===== config.mk =====
export PLATFORM = sky130hd
export DESIGN_NAME = pc_fetch
export DESIGN_NICKNAME = d
export VERILOG_FILES = /design/src/rtl/mips_pkg.sv /design/src/rtl/add_four.sv /design/src/rtl/pc_fetch.sv
export SDC_FILE = /design/constraint.sdc
export NUM_CORES = 1
export LEC_CHECK = 0
export CORE_MARGIN = 10
export CORE_UTILIZATION = 30
export DETAILED_ROUTE_END_ITERATION = 7
export MAX_ROUTING_LAYER = met4
export SLEW_MARGIN = 20
export SYNTH_ARGS = -nofsm -noshare
export SYNTH_HDL_FRONTEND = slang
export SYNTH_SLANG_ARGS = --single-unit

===== constraint.sdc =====
create_clock -name clk -period 5.2 [get_ports clk]
set_clock_uncertainty 0.2 [all_clocks]
set_input_delay 0.78 -clock clk [delete_from_list [all_inputs] [get_ports clk]]
set_output_delay 0.78 -clock clk [all_outputs]
set_load 0.02 [all_outputs]

===== src/rtl/mips_pkg.sv =====
// ============================================================================
// mips_pkg : shared widths, reset constants and IF/ID record for the MIPS core
// Revision : 1.0
// ============================================================================
`default_nettype none

package mips_pkg;

   localparam int ADDR_W = 32;

   localparam logic [ADDR_W-1:0] RESET_VECTOR_DEFAULT = 32'h0000_0000;
   localparam logic [31:0]       NOP_WORD_DEFAULT     = 32'h0000_0000;

   typedef struct packed {
      logic [ADDR_W-1:0] pc;
      logic [ADDR_W-1:0] pcplus4;
      logic [31:0]       instr;
      logic              valid;
   } if_id_t;

   // J-type destination lives in the 256 MB region of the delay-slot PC.
   function automatic logic [ADDR_W-1:0] jump_dest(input logic [ADDR_W-1:0] delay_pc,
                                                   input logic [25:0]       index);
      return {delay_pc[31:28], index, 2'b00};
   endfunction

endpackage

`default_nettype wire


===== src/rtl/add_four.sv =====
// ============================================================================
// add_four : PC incrementer, wraps modulo 2^ADDR_W
// Revision : 1.0
// ============================================================================
`default_nettype none

module add_four
   import mips_pkg::*;
(
   input  logic [ADDR_W-1:0] a,
   output logic [ADDR_W-1:0] y
);

   assign y = a + ADDR_W'(4);

endmodule

`default_nettype wire


===== src/rtl/pc_fetch.sv =====
// ============================================================================
// pc_fetch : program counter, next-PC selection and IF/ID pipeline register
// Revision : 1.0
// ============================================================================
`default_nettype none

module pc_fetch
   import mips_pkg::*;
#(
   parameter logic [ADDR_W-1:0] RESET_VECTOR = RESET_VECTOR_DEFAULT,
   parameter logic [31:0]       NOP_WORD     = NOP_WORD_DEFAULT
) (
   input  logic              clk,
   input  logic              rst_n,
   input  logic              stall,
   input  logic              flush,
   input  logic              branch_taken,
   input  logic [ADDR_W-1:0] branch_target,
   input  logic              jump,
   input  logic [25:0]       jump_index,
   input  logic              jr,
   input  logic [ADDR_W-1:0] jr_target,
   output logic [ADDR_W-1:0] imem_addr,
   input  logic [31:0]       imem_rdata,
   output logic [ADDR_W-1:0] if_id_pc,
   output logic [ADDR_W-1:0] if_id_pcplus4,
   output logic [31:0]       if_id_instr,
   output logic              if_id_valid,
   output logic              addr_err
);

   logic [ADDR_W-1:0] pc;
   logic [ADDR_W-1:0] pcplus4;
   logic [ADDR_W-1:0] next_pc;
   logic              redirect;
   if_id_t            if_id;

   add_four u_add_four (
      .a (pc),
      .y (pcplus4)
   );

   assign redirect = jr | jump | branch_taken;

   always_comb begin
      next_pc = pcplus4;
      if (jr)
         next_pc = {jr_target[ADDR_W-1:2], 2'b00};
      else if (jump)
         next_pc = jump_dest(if_id.pcplus4, jump_index);
      else if (branch_taken)
         next_pc = branch_target;
   end

   always_ff @(posedge clk or negedge rst_n) begin
      if (!rst_n) begin
         pc       <= RESET_VECTOR;
         if_id    <= '{pc: '0, pcplus4: '0, instr: NOP_WORD, valid: 1'b0};
         addr_err <= 1'b0;
      end else begin
         // A redirect must land even while the hazard unit holds the pipe.
         if (!stall || redirect)
            pc <= next_pc;

         if (flush) begin
            if_id.valid <= 1'b0;
            if_id.instr <= NOP_WORD;
         end else if (!stall) begin
            if_id <= '{pc: pc, pcplus4: pcplus4, instr: imem_rdata, valid: 1'b1};
         end

         if (jr && (jr_target[1:0] != 2'b00))
            addr_err <= 1'b1;
      end
   end

   assign imem_addr     = pc;
   assign if_id_pc      = if_id.pc;
   assign if_id_pcplus4 = if_id.pcplus4;
   assign if_id_instr   = if_id.instr;
   assign if_id_valid   = if_id.valid;

endmodule

`default_nettype wire

==> flow_summary_export.csv <==
group,metric,value,unit
setup_path,cp_top_family,"simple AND/OR/NAND/NOR gates",
timing,drv_slew,0,
finish,layout_commonest_cell,"clkdlybuf4s50_1",
cts,cts_resized,0,
logic_synthesis,synth_edf_count,0,
setup_path,crit_chain,"clkdlybuf4s50_1, buf_4, nor2_1, nand2_1, nand3_1, o21ai_0, o21ai_0",
power_and_ir_drop,powerDensity,344,mW/mm²
die,die_x,167,µm
cts,clockBufferDepth,2,
setup_path,cp_common_cell,"o21ai_0",
route,first_pass_iters,5,
cts,cts_tree,"done",
power_and_ir_drop,leakage,4.22,nW
route,drt_wl_total,26.3,mm
logic_synthesis,synth.distinct_cells,58,
timing,tns,0,ps
cts,hold_buffers,0,
route,antenna_left,0,
setup_path,cp-end-kind,"register",
die,rows,53,
global_route,grtUsageTotal,18.6,%
placed_design,hpwlAfterDp,19.3,mm
placed_design,place_congestion,0.854,
finish,final.fill_count,2059,
flow_run,maxCapViolCount,0,
route,drc,0,
die,die_h,167,µm
cts,cts_inserted_buffers,17,
route,num_vias,6326,
die,fp.coreArea,0.0212,mm²
global_route,antenna_found_initial,1,
placed_design,dp_slack,1720,ps
timing,hold_viol_final,0,
logic_synthesis,syn_inst,721,
global_route,grt_pass1_wl,39.8,mm
logic_synthesis,synth_ff_type,"dfrtp_1",
setup_path,critPathSlowestCell,"nand2_1",
route,viasPerCell,5.11,
setup_path,worst-path-buf-inv,2,
timing,fin_ws,2150,ps
hold_path,hp-class,"in2async",
timing,finalCritPeriodShare,58.7,%
die,io_pins,259,
route,wl_per_cell,21.3,µm
setup_path,worstSetupPathType,"in2reg",
logic_synthesis,syn_area,0.00651,mm²
logic_synthesis,ys_ff_latch,128,
logic_synthesis,syn_nets,851,
timing,rsz0062_at_grt,"no",
setup_path,crit_arrival,3190,ps
setup_path,r2r_cells,5,
timing,fmax,0.327,GHz
finish,drive_gt1_share,5.92,%
cts,post-cts-setup-buffers,0,
finish,fin_nets,1081,
placed_design,io_buffers,258,
cts,cts_root_buf,"clkbuf_16",
finish,syn2layout_area_growth,52.1,%
cts,clk_pin_slew,60,ps
timing,tightest_slew,969,ps
cts,clk-insertion-delay-late,420,ps
timing,setup_viol,0,
cts,cts_sinks,128,
setup_path,crit_fanout,20,
global_route,grt_max_degree,97,
run_status,status,"finished clean",
logic_synthesis,avgSynthCellArea,9.03,µm²
logic_synthesis,synth_warnings,0,
die,start_util,30.7,%
finish,final_cell_mix,"254 x clkdlybuf4s50_1, 163 x nand2_1, 128 x dfrtp_1",
cts,htreeDepth,4,
global_route,first_global_vias,6271,
route,drt_iter0_drc,452,
timing,period_minus_slack,3050,ps
logic_synthesis,async_flop_share,100,%
logic_synthesis,ys_seq_area_share,49.2,%
die,die_area,0.0280,mm²
global_route,grt_overflow_total,0,
setup_path,cp.depth,7,
timing,slew_headroom,35.4,%
setup_path,crit_path_max_incr_delay,700,ps
power_and_ir_drop,vdd_drop_max,216,µV
setup_path,start_kind,"input port",
setup_path,cp.required,5340,ps
==> layout make-up <==
type	instances	area, µm²	share of cell area (%)
diodes	1	2.50	0.0253
clock buffers	18	439	4.43
clock inverters	13	211	2.13
inverters	10	37.5	0.379
multi-input cells	529	3050	30.7
flip-flops and latches	128	3200	32.3
well taps	275	344	3.47
repair buffers	265	2620	26.5
==> report_power, final <==
part / internal [W] / total [W] / switching (W)
sequential: 0.00111 / 0.00124 / 0.000122
clock: 0.000863 / 0.00133 / 0.000472
combinational: 0.000399 / 0.000834 / 0.000435
==> flip-flops by register name (all words and copies together), names as in the netlist <==
signal / count
if_id_instr: 32
if_id_valid: 1
imem_addr: 32
addr_err: 1
if_id_pcplus4: 30
if_id_pc: 32
==> through the flow <==
step           power, W  instances  utilization, %  cell area, µm²  hold WS [ps]
5_1_grt         0.00355       1239            46.7            9900           289
3_3_place_gp    0.00209       1207            43.6            9250           254
2_1_floorplan   0.00162        721               -            6510           261
3_5_place_dp    0.00209       1207            43.6            9250           259
6_report        0.00340       1239            46.7            9900           215
4_1_cts         0.00344       1238            46.7            9900           277
==> worst register-to-register path, stage by stage (launching register included) <==
cell and delay, ps:
dfrtp_1 520, nand4_1 380, nor3_1 690, nand2_1 220, a221oi_1 350, o32ai_1 170
==> synth_stat cells (5+ instances only) <==
cell | count | area, µm²
a21oi_1 | 19 | 95.1
a221oi_1 | 13 | 114
a22oi_1 | 6 | 45.0
a31oi_1 | 9 | 56.3
and3_1 | 5 | 31.3
buf_1 | 8 | 30.0
buf_2 | 6 | 30.0
buf_4 | 7 | 52.6
clkbuf_1 | 31 | 116
dfrtp_1 | 128 | 3200
inv_1 | 9 | 33.8
mux2i_1 | 38 | 380
nand2_1 | 163 | 612
nand2b_1 | 8 | 50.1
nand3_1 | 18 | 90.1
nand4_1 | 7 | 43.8
nor2_1 | 61 | 229
nor2b_1 | 8 | 50.1
nor3_1 | 13 | 65.1
o21ai_0 | 57 | 285
o22ai_1 | 17 | 106
xnor2_1 | 10 | 87.6
xor2_1 | 19 | 166
==> worst paths after layout <==
| check | start | to | slack, ps |
|---|---|---|---|
| setup / recovery | branch_taken | imem_addr[18]$_DFFE_PN0P_ | 2150 |
| hold / removal | rst_n | if_id_instr[10]$_DFFE_PN0P_ | 220 |
| setup reg to reg | imem_addr[2]$_DFFE_PN0P_ | imem_addr[15]$_DFFE_PN0P_ | 2540 |
| hold reg to reg | if_id_pc[17]$_DFFE_PN0P_ | if_id_pc[17]$_DFFE_PN0P_ | 270 |
| max in group asynchronous | rst_n | if_id_pcplus4[13]$_DFFE_PN0P_ | 3430 |
| min in group clk | if_id_pc[17]$_DFFE_PN0P_ | if_id_pc[17]$_DFFE_PN0P_ | 270 |
==> kinds of logic after synthesis <==
| kind of cell | Yosys count | synth area share, % |
|---|---|---|
| DFF | 128 | 49.2 |
| buffers and inverters | 64 | 4.25 |
| xor gates and xnor gates | 29 | 3.90 |
| muxes | 38 | 5.84 |
| and+or+nand+nor | 307 | 21.3 |
| adders and majority gates | 1 | 0.192 |
| AOI/OAI and AO/OA | 154 | 15.3 |
==> metal layers <==
layer	GRT usage [%]	wire [µm]	vias to the layer above
li1	-	-	2975
met1	23.6	11500	3079
met2	29.2	12700	248
met3	4.33	1720	24
met4	5.03	417	0
met5	-	0	-
Power figures use the tool's default switching activity.
